### src/rtl/pingpong_pkg.sv
// Constants and types shared by the writer and reader sides of the ping-pong frame buffer.
// Optional build macro used by the writer: FRAME_CHECKSUM_EN.
package pingpong_pkg;

    localparam int DEPTH = 32;
    localparam int AW    = 5;
    localparam int DW    = 8;

    typedef enum logic {
        FILL = 1'b0,
        WAIT = 1'b1
    } wr_state_e;

    typedef logic bank_t;

    // The writer always owns the bank the reader is not using.
    function automatic bank_t other_bank(input bank_t b);
        return ~b;
    endfunction

endpackage

### src/rtl/pingpong_wr_addr_gen.sv
// Write-pointer counter for one frame: increments per accepted byte, flags the last
// address of the frame and clears when the banks swap.
module pingpong_wr_addr_gen
    import pingpong_pkg::*;
(
    input  logic          clk,
    input  logic          resetn,
    input  logic          inc_i,
    input  logic          clr_i,
    output logic [AW-1:0] wptr_o,
    output logic          last_o
);

    logic [AW-1:0] wptr_q;
    logic [AW-1:0] wptr_d;

    always_comb begin
        wptr_d = wptr_q;
        if (clr_i) begin
            wptr_d = '0;
        end else if (inc_i) begin
            wptr_d = wptr_q + 1'b1;
        end
    end

    // NOTE: resetn is tested inside the clocked block, so the reset is synchronous.
    always_ff @(posedge clk) begin
        if (!resetn) begin
            wptr_q <= '0;
        end else begin
            wptr_q <= wptr_d;
        end
    end

    assign wptr_o = wptr_q;
    assign last_o = (wptr_q == AW'(DEPTH - 1));

endmodule

### src/rtl/pingpong_frame_writer.sv
// Producer-side ping-pong frame writer: fills the bank the reader is not using and swaps banks.
// Build macro FRAME_CHECKSUM_EN adds frame_csum, the XOR of the bytes of the last completed frame.
module pingpong_frame_writer
    import pingpong_pkg::*;
(
    input  logic          clk,
    input  logic          resetn,
    input  logic          in_valid,
    input  logic [DW-1:0] in_data,
    output logic          in_ready,
    input  logic          rd_frame_done,
    output logic          rd_bank,
    output logic          wr_en0,
    output logic          wr_en1,
    output logic [AW-1:0] wr_addr,
    output logic [DW-1:0] wr_data,
    output logic          frame_swap,
`ifdef FRAME_CHECKSUM_EN
    output logic [DW-1:0] frame_csum,
`endif
    output logic [7:0]    frame_count
);

    wr_state_e     state_q;
    logic          in_ready_q;
    bank_t         rd_bank_q;
    logic          done_pending_q;
    logic          primed_q;
    logic          wr_en0_q;
    logic          wr_en1_q;
    logic [AW-1:0] wr_addr_q;
    logic [DW-1:0] wr_data_q;
    logic          frame_swap_q;
    logic [7:0]    frame_count_q;
`ifdef FRAME_CHECKSUM_EN
    logic [DW-1:0] csum_acc_q;
    logic [DW-1:0] frame_csum_q;
`endif

    logic          accept;
    logic          swap_go;
    logic [AW-1:0] wptr;
    logic          wptr_last;
    bank_t         wr_bank;

    // in_ready_q is only ever high in FILL, so it alone qualifies the handshake.
    assign accept  = in_valid && in_ready_q;
    assign swap_go = (state_q == WAIT) && (!primed_q || done_pending_q || rd_frame_done);
    assign wr_bank = other_bank(rd_bank_q);

    pingpong_wr_addr_gen u_addr_gen (
        .clk    (clk),
        .resetn (resetn),
        .inc_i  (accept),
        .clr_i  (swap_go),
        .wptr_o (wptr),
        .last_o (wptr_last)
    );

    always_ff @(posedge clk) begin
        if (!resetn) begin
            state_q        <= FILL;
            in_ready_q     <= 1'b0;
            rd_bank_q      <= 1'b0;
            done_pending_q <= 1'b0;
            primed_q       <= 1'b0;
            wr_en0_q       <= 1'b0;
            wr_en1_q       <= 1'b0;
            wr_addr_q      <= '0;
            wr_data_q      <= '0;
            frame_swap_q   <= 1'b0;
            frame_count_q  <= '0;
`ifdef FRAME_CHECKSUM_EN
            csum_acc_q     <= '0;
            frame_csum_q   <= '0;
`endif
        end else begin
            // Strobes are single-cycle; later assignments below override these defaults.
            wr_en0_q     <= 1'b0;
            wr_en1_q     <= 1'b0;
            frame_swap_q <= 1'b0;
            case (state_q)
                FILL: begin
                    in_ready_q <= 1'b1;
                    if (rd_frame_done) begin
                        done_pending_q <= 1'b1;
                    end
                    if (accept) begin
                        wr_en0_q  <= (wr_bank == 1'b0);
                        wr_en1_q  <= (wr_bank == 1'b1);
                        wr_addr_q <= wptr;
                        wr_data_q <= in_data;
`ifdef FRAME_CHECKSUM_EN
                        csum_acc_q <= csum_acc_q ^ in_data;
`endif
                        if (wptr_last) begin
                            state_q    <= WAIT;
                            in_ready_q <= 1'b0;
                        end
                    end
                end
                WAIT: begin
                    if (swap_go) begin
                        state_q        <= FILL;
                        in_ready_q     <= 1'b1;
                        rd_bank_q      <= ~rd_bank_q;
                        frame_swap_q   <= 1'b1;
                        frame_count_q  <= frame_count_q + 8'd1;
                        primed_q       <= 1'b1;
                        done_pending_q <= 1'b0;
`ifdef FRAME_CHECKSUM_EN
                        frame_csum_q   <= csum_acc_q;
                        csum_acc_q     <= '0;
`endif
                    end
                end
                default: begin
                    state_q <= FILL;
                end
            endcase
        end
    end

    assign in_ready    = in_ready_q;
    assign rd_bank     = rd_bank_q;
    assign wr_en0      = wr_en0_q;
    assign wr_en1      = wr_en1_q;
    assign wr_addr     = wr_addr_q;
    assign wr_data     = wr_data_q;
    assign frame_swap  = frame_swap_q;
    assign frame_count = frame_count_q;
`ifdef FRAME_CHECKSUM_EN
    assign frame_csum  = frame_csum_q;
`endif

endmodule

### config.mk
export PLATFORM = sky130hd
export DESIGN_NAME = pingpong_frame_writer
export DESIGN_NICKNAME = d
export VERILOG_FILES = /design/src/rtl/pingpong_pkg.sv /design/src/rtl/pingpong_wr_addr_gen.sv /design/src/rtl/pingpong_frame_writer.sv
export SDC_FILE = /design/constraint.sdc
export NUM_CORES = 1
export LEC_CHECK = 0
export BUFFER_PORTS_ARGS = -buffer_cell sky130_fd_sc_hd__buf_2
export CAP_MARGIN = 40
export CORE_ASPECT_RATIO = 1.5
export CORE_MARGIN = 3
export CORE_UTILIZATION = 50
export DETAILED_ROUTE_END_ITERATION = 7
export PLACE_DENSITY = 0.88
export SYNTH_ARGS = -nofsm -noshare
export SYNTH_HDL_FRONTEND = slang
export SYNTH_SLANG_ARGS = --single-unit
### constraint.sdc
create_clock -name clk -period 3.8 [get_ports clk]
set_input_delay 0.19 -clock clk [delete_from_list [all_inputs] [get_ports clk]]
set_output_delay 0.19 -clock clk [all_outputs]
set_load 0.05 [all_outputs]
Word level (Yosys, flattened, before mapping). Cells that the tools add are included.

Flip-flop bits (word level): 34. Bits of input ports: 12. Output and inout port bits: 26. Logic and storage cells: 44.

Add/subtract/negate cells: 2. Eq/ne operators: 3. Mux-type cells: 12. Bitwise operators: 4. Reductions and logical operators: 11.

Operators with widths (count): 1-bit two-way mux (9); 8-bit by 1-bit adder with 8-bit output, second input constant (1); 2-bit AND reduction (4); 1-bit case mux with 2 select lines (3); 5-bit by 1-bit adder with 5-bit output, second input constant (1); 5-bit equality test, second input constant (1); 1-bit NOT (4); 3-bit OR reduction (1); 1-bit logical AND (2); 1-bit logical OR (2); 2-bit by 1-bit != test with 1-bit output, second input constant (1); 2-bit != test, second input constant (1); 2-bit OR reduction (1); 1-bit logical NOT (1).

Logic depth before layout (Yosys ltp).
Word-level depth: 6. Depth in mapped cells: 5. Depth with buffers taken out: 5.

Cells and area by module. Synthesis repeated with hierarchy kept, for this count alone.

Cells, all modules: 152. Area total of the unflattened synthesis: 1371.3 um^2.

By module, submodules not included: pingpong_frame_writer (instances 1, cells each 129, area an instance 1131.1 um^2, sequential area each 580.6 um^2); pingpong_wr_addr_gen (instances 1, cells each 23, area an instance 240.2 um^2, sequential area each 100.1 um^2).

Worst setup path after synthesis. Ideal clock, no wire load.

Path type: register to register. From: reg frame_count_q[0] (netlist: frame_count[0]). To: reg frame_count_q[4] (netlist: frame_count[4]). Setup time: 0.070 ns. Data arrival time: 1.550 ns. Required time: 3.730 ns. Slack: 2.180 ns. Cell stages (with the launch flop): 5. Path buffers: 0. Clock period less this slack: 1.620 ns. Cells stage by stage: dfxtp_1 -> ha_1 -> nand3_1 -> or4_1 -> a21oi_1.

Cells in the longest elaborated chain, start to end: 1.

Ends and longest elaborated chain: start: declaration (line pingpong_frame_writer.sv:34) `logic [7:0] frame_count_q;`; start signal: assignment (line pingpong_frame_writer.sv:108) `frame_count_q <= frame_count_q + 8'd1;`; 8-bit by 1-bit adder with 8-bit output (line pingpong_frame_writer.sv:108).

Every way passes these cells. A chain may end at the register's enable or synchronous reset.

Worst setup path in the final report.
From: reg primed_q. To: reg u_addr_gen.wptr_q[3] (netlist: u_addr_gen.wptr_o[3]).

Cells in the longest elaborated chain, start to end: 5.

Ends and longest elaborated chain: start: declaration (line pingpong_frame_writer.sv:28) `logic primed_q;`; start signal: assignment (line pingpong_frame_writer.sv:66) `primed_q <= 1'b0;`; start signal: assignment (line pingpong_frame_writer.sv:109) `primed_q <= 1'b1;`; 1-bit logical NOT (line pingpong_frame_writer.sv:48) `assign swap_go = (state_q == WAIT) && (!primed_q || done_pending_q || rd_frame_done);`; 1-bit logical OR (2 in a row) (line pingpong_frame_writer.sv:48); 1-bit logical AND (line pingpong_frame_writer.sv:48); 2-bit OR reduction (no source line); end signal: assignment (line pingpong_wr_addr_gen.sv:31) `wptr_q <= wptr_d;`; end: declaration (line pingpong_wr_addr_gen.sv:14) `logic [AW-1:0] wptr_q;`.

Every way passes these cells.

==> results.md <==
- Status: complete, no violations
- Worst setup margin: ~2.2 ns
- CTS tree: done
- Max-cap violations: 0
- Layout area overhead: 17.1%
- Slew Viols, Final: 0
- Distinct cells, synth: 29
- CP arrival: 1.84 ns
- Synth top area cells: dfxtp_1 51%, nand2_1 9.6%, a21oi_1 9.0%, nand3_1 3.4%, ha_1 2.8%
- Fin crit period: 1.59 ns
- CP Max Fanout: 17
- Layout Nets: between 200 and 250
- H-tree levels: 2
- Root buffer cell: clkbuf_4
- Input/output buffers: 37
- Max Root-Sink Buffers: 2
- Drt initial violations: 21
- Die H: ~69 µm
- RSZ-0062 raised after global routing: no
- GRT Util Overall: 18.3%
- N_diodes: 0
- Post-CTS Hold Buffers: 0
- Gpl congestion: 0.769
- Cell area after synthesis: roughly 1300 µm²
- Worst path cell trace: nor3b_2 -> o21ai_1 -> a21oi_1
- Setup Crit Path Kind: reg -> reg
- Boundary pin count: 38
- WL final: 2760 µm
- Kind of cell adding the most delay to the critical path: simple AND/OR/NAND/NOR gates
- Required time worst endpoint: 4.05 ns
- Die X: 48.2 µm
- Final Skew: between 0.008 and 0.009 ns
- Clock transition at the registers of the reported paths: approximately 0.1 ns
- Hold Vio Cnt, Final: 0
- Initial core utilization: a little over half
- Post-layout util: 62.3%
- Slew @ Worst Pin: 0.819 ns
- Period utilization: about two fifths
- Core Box Area: between 2000 and 3000 µm²
- Pre-antenna DRT Iters: 4
- CTS resizes: 0
- Worst setup SP type: flip-flop
- Setup crit end kind: flip-flop
- Total grt overflow: 0
- Largest net degree at the start of global routing: 27
- Hold crit path type: in -> reg
- Vias: 1207
- Static leakage power: about 0.65 nW
- Crit path buf inv count: 0
- Maximum clock rate: 629 MHz
- First-pass GRT wire length: about 4500 µm
- Wire length per cell: 12.2 µm
- Share of layout cells above drive strength 1: 24.3%
- Clock Latency Late Sink: 0.33 ns
- Clock sink total: 34
- Cell Rows: 22
- Crit-path slowest cell: nor3b_2
- # setup viols final: 0
- Largest stage delay, worst path: 0.69 ns
- Vias in the first global route: approximately 1100
- Worst vdd ir: about 0.25 mV
- Synth Instances: approximately 150
- Yosys reg bits: 34
- Pwr/cell area: about 380 nW/µm²
- Synth Area per Inst: about 8.7 µm²
- Post-CTS Setup Inserts: 0
- Sequential-to-total area share from yosys stat: 51.0%
- Pre-CTS WS: 2.25 ns
- Dpl hpwl: ~2100 µm
- Yosys top cell area share: around half
- Final cell count without fillers: between 200 and 250
- DRC: 0
- Post-placement cell count: approximately 220
- Num CTS Buffers: 5
- Routed Antenna Nets: 0
- Slew margin rel.: a little under half
- Yosys warns: 0
- Worst Hold Slack: ~0.095 ns
- Dominant cell type by area after synthesis: dfxtp_1
- Reg2Reg Setup Slack: 2.21 ns
- DIE AREA: between 3000 and 4000 µm²
- Setup TNS: 0 ns
- Initial antenna violation count: 0
- Net Count, Synth: about 170
- DR vias/cell: ~5.4
[sequential cells by signal, summed over array words and instances (netlist names)]
signal,cells
frame_count,8
wr_data,8
u_addr_gen.wptr_o,5
wr_addr,5
done_pending_q,1
frame_swap,1
in_ready,1
primed_q,1
rd_bank,1
state_q,1
wr_en0,1
wr_en1,1
[synth_stat cells]
cell	n
and3_1	1
nand2_1	34
nor4_1	2
dfxtp_1	34
buf_2	2
a21oi_1	24
and3b_1	1
nor4b_1	1
o211a_1	1
nand3b_1	1
nand2b_1	2
buf_6	2
xor2_1	2
ha_1	3
mux2i_1	2
clkbuf_1	4
o21ai_1	1
nor3b_2	1
o31ai_1	4
or3_1	3
clkinv_1	1
nor2_1	5
inv_2	1
nand3_2	1
o21ai_0	4
or4_1	4
or3b_2	1
nand3_1	9
nor3_1	2
[cells by family (layout without fill, tap and decap cells)]
logic type | count (synthesis) | count (layout) | synth area share [%]
and+or+nand+nor | 68 | 68 | 25.3
AOI/OAI and AO/OA | 34 | 34 | 13.9
DFF | 34 | 34 | 51.0
buffers and inverters | 10 | 46 | 4.13
adders and majority gates | 3 | 3 | 2.81
xor gates and xnor gates | 2 | 2 | 1.31
muxes | 2 | 2 | 1.50
[cell type report]
| cell class | count | area [µm²] |
|---|---|---|
| Inverter | 2 | 7.51 |
| Sequential cell | 34 | 681 |
| Fill cell | 240 | 943 |
| Tap cell | 36 | 45.0 |
| Timing Repair Buffer | 37 | 185 |
| Multi-Input combinational cell | 109 | 598 |
| Clock buffer | 7 | 45.0 |
[stage by stage]
step / power, mW / area, µm²
detailed placement: 0.429 / 1520
CTS: 0.606 / 1560
global route: 0.626 / 1560
global placement: 0.427 / 1520
floorplan: 0.413 / 1330
finish: 0.597 / 1560
[layer usage]
| layer | vias to the layer above | GRT usage [%] | wire length (µm) |
|---|---|---|---|
| met1 | 543 | 19.6 | 1110 |
| met4 | 0 | 9.58 | 72 |
| met3 | 8 | 7.79 | 198 |
| met2 | 52 | 28.6 | 1370 |
| li1 | 604 | - | - |
| met5 | - | 0 | 0 |
[placed cells by master, fill, tap and decap left out, drive strengths merged]
cell / count
nand3b: 1
nor4: 2
and3b: 1
or3b: 1
clkinv: 1
nand2: 34
buf: 37
nand3: 10
nor3: 2
clkbuf: 7
o211a: 1
xor2: 2
nor2: 5
nand2b: 2
nor3b: 1
or3: 3
ha: 3
or4: 4
o31ai: 4
nor4b: 1
and3: 1
o21ai: 5
inv: 1
mux2i: 2
a21oi: 24
dfxtp: 34
[power breakdown]
group	leakage, nW	internal [mW]	switching [mW]
sequential	0.276	0.363	0.00523
combinational	0.352	0.0135	0.0380
clock	0.0254	0.0697	0.107
[worst reg2reg max path, cell delays in order, from the launching register on]
cell	delay, ns
dfxtp_1	0.36
nor3b_2	0.69
o21ai_1	0.27
a21oi_1	0.19
[worst paths after layout]
check             startpoint                   end  cells after the start
setup reg to reg    primed_q  u_addr_gen.wptr_o[3]                      3
setup / recovery    primed_q  u_addr_gen.wptr_o[3]                      3
hold reg to reg   wr_data[1]            wr_data[1]                      2
hold / removal    in_data[5]            wr_data[5]                      3
Power figures use the tool's default switching activity.
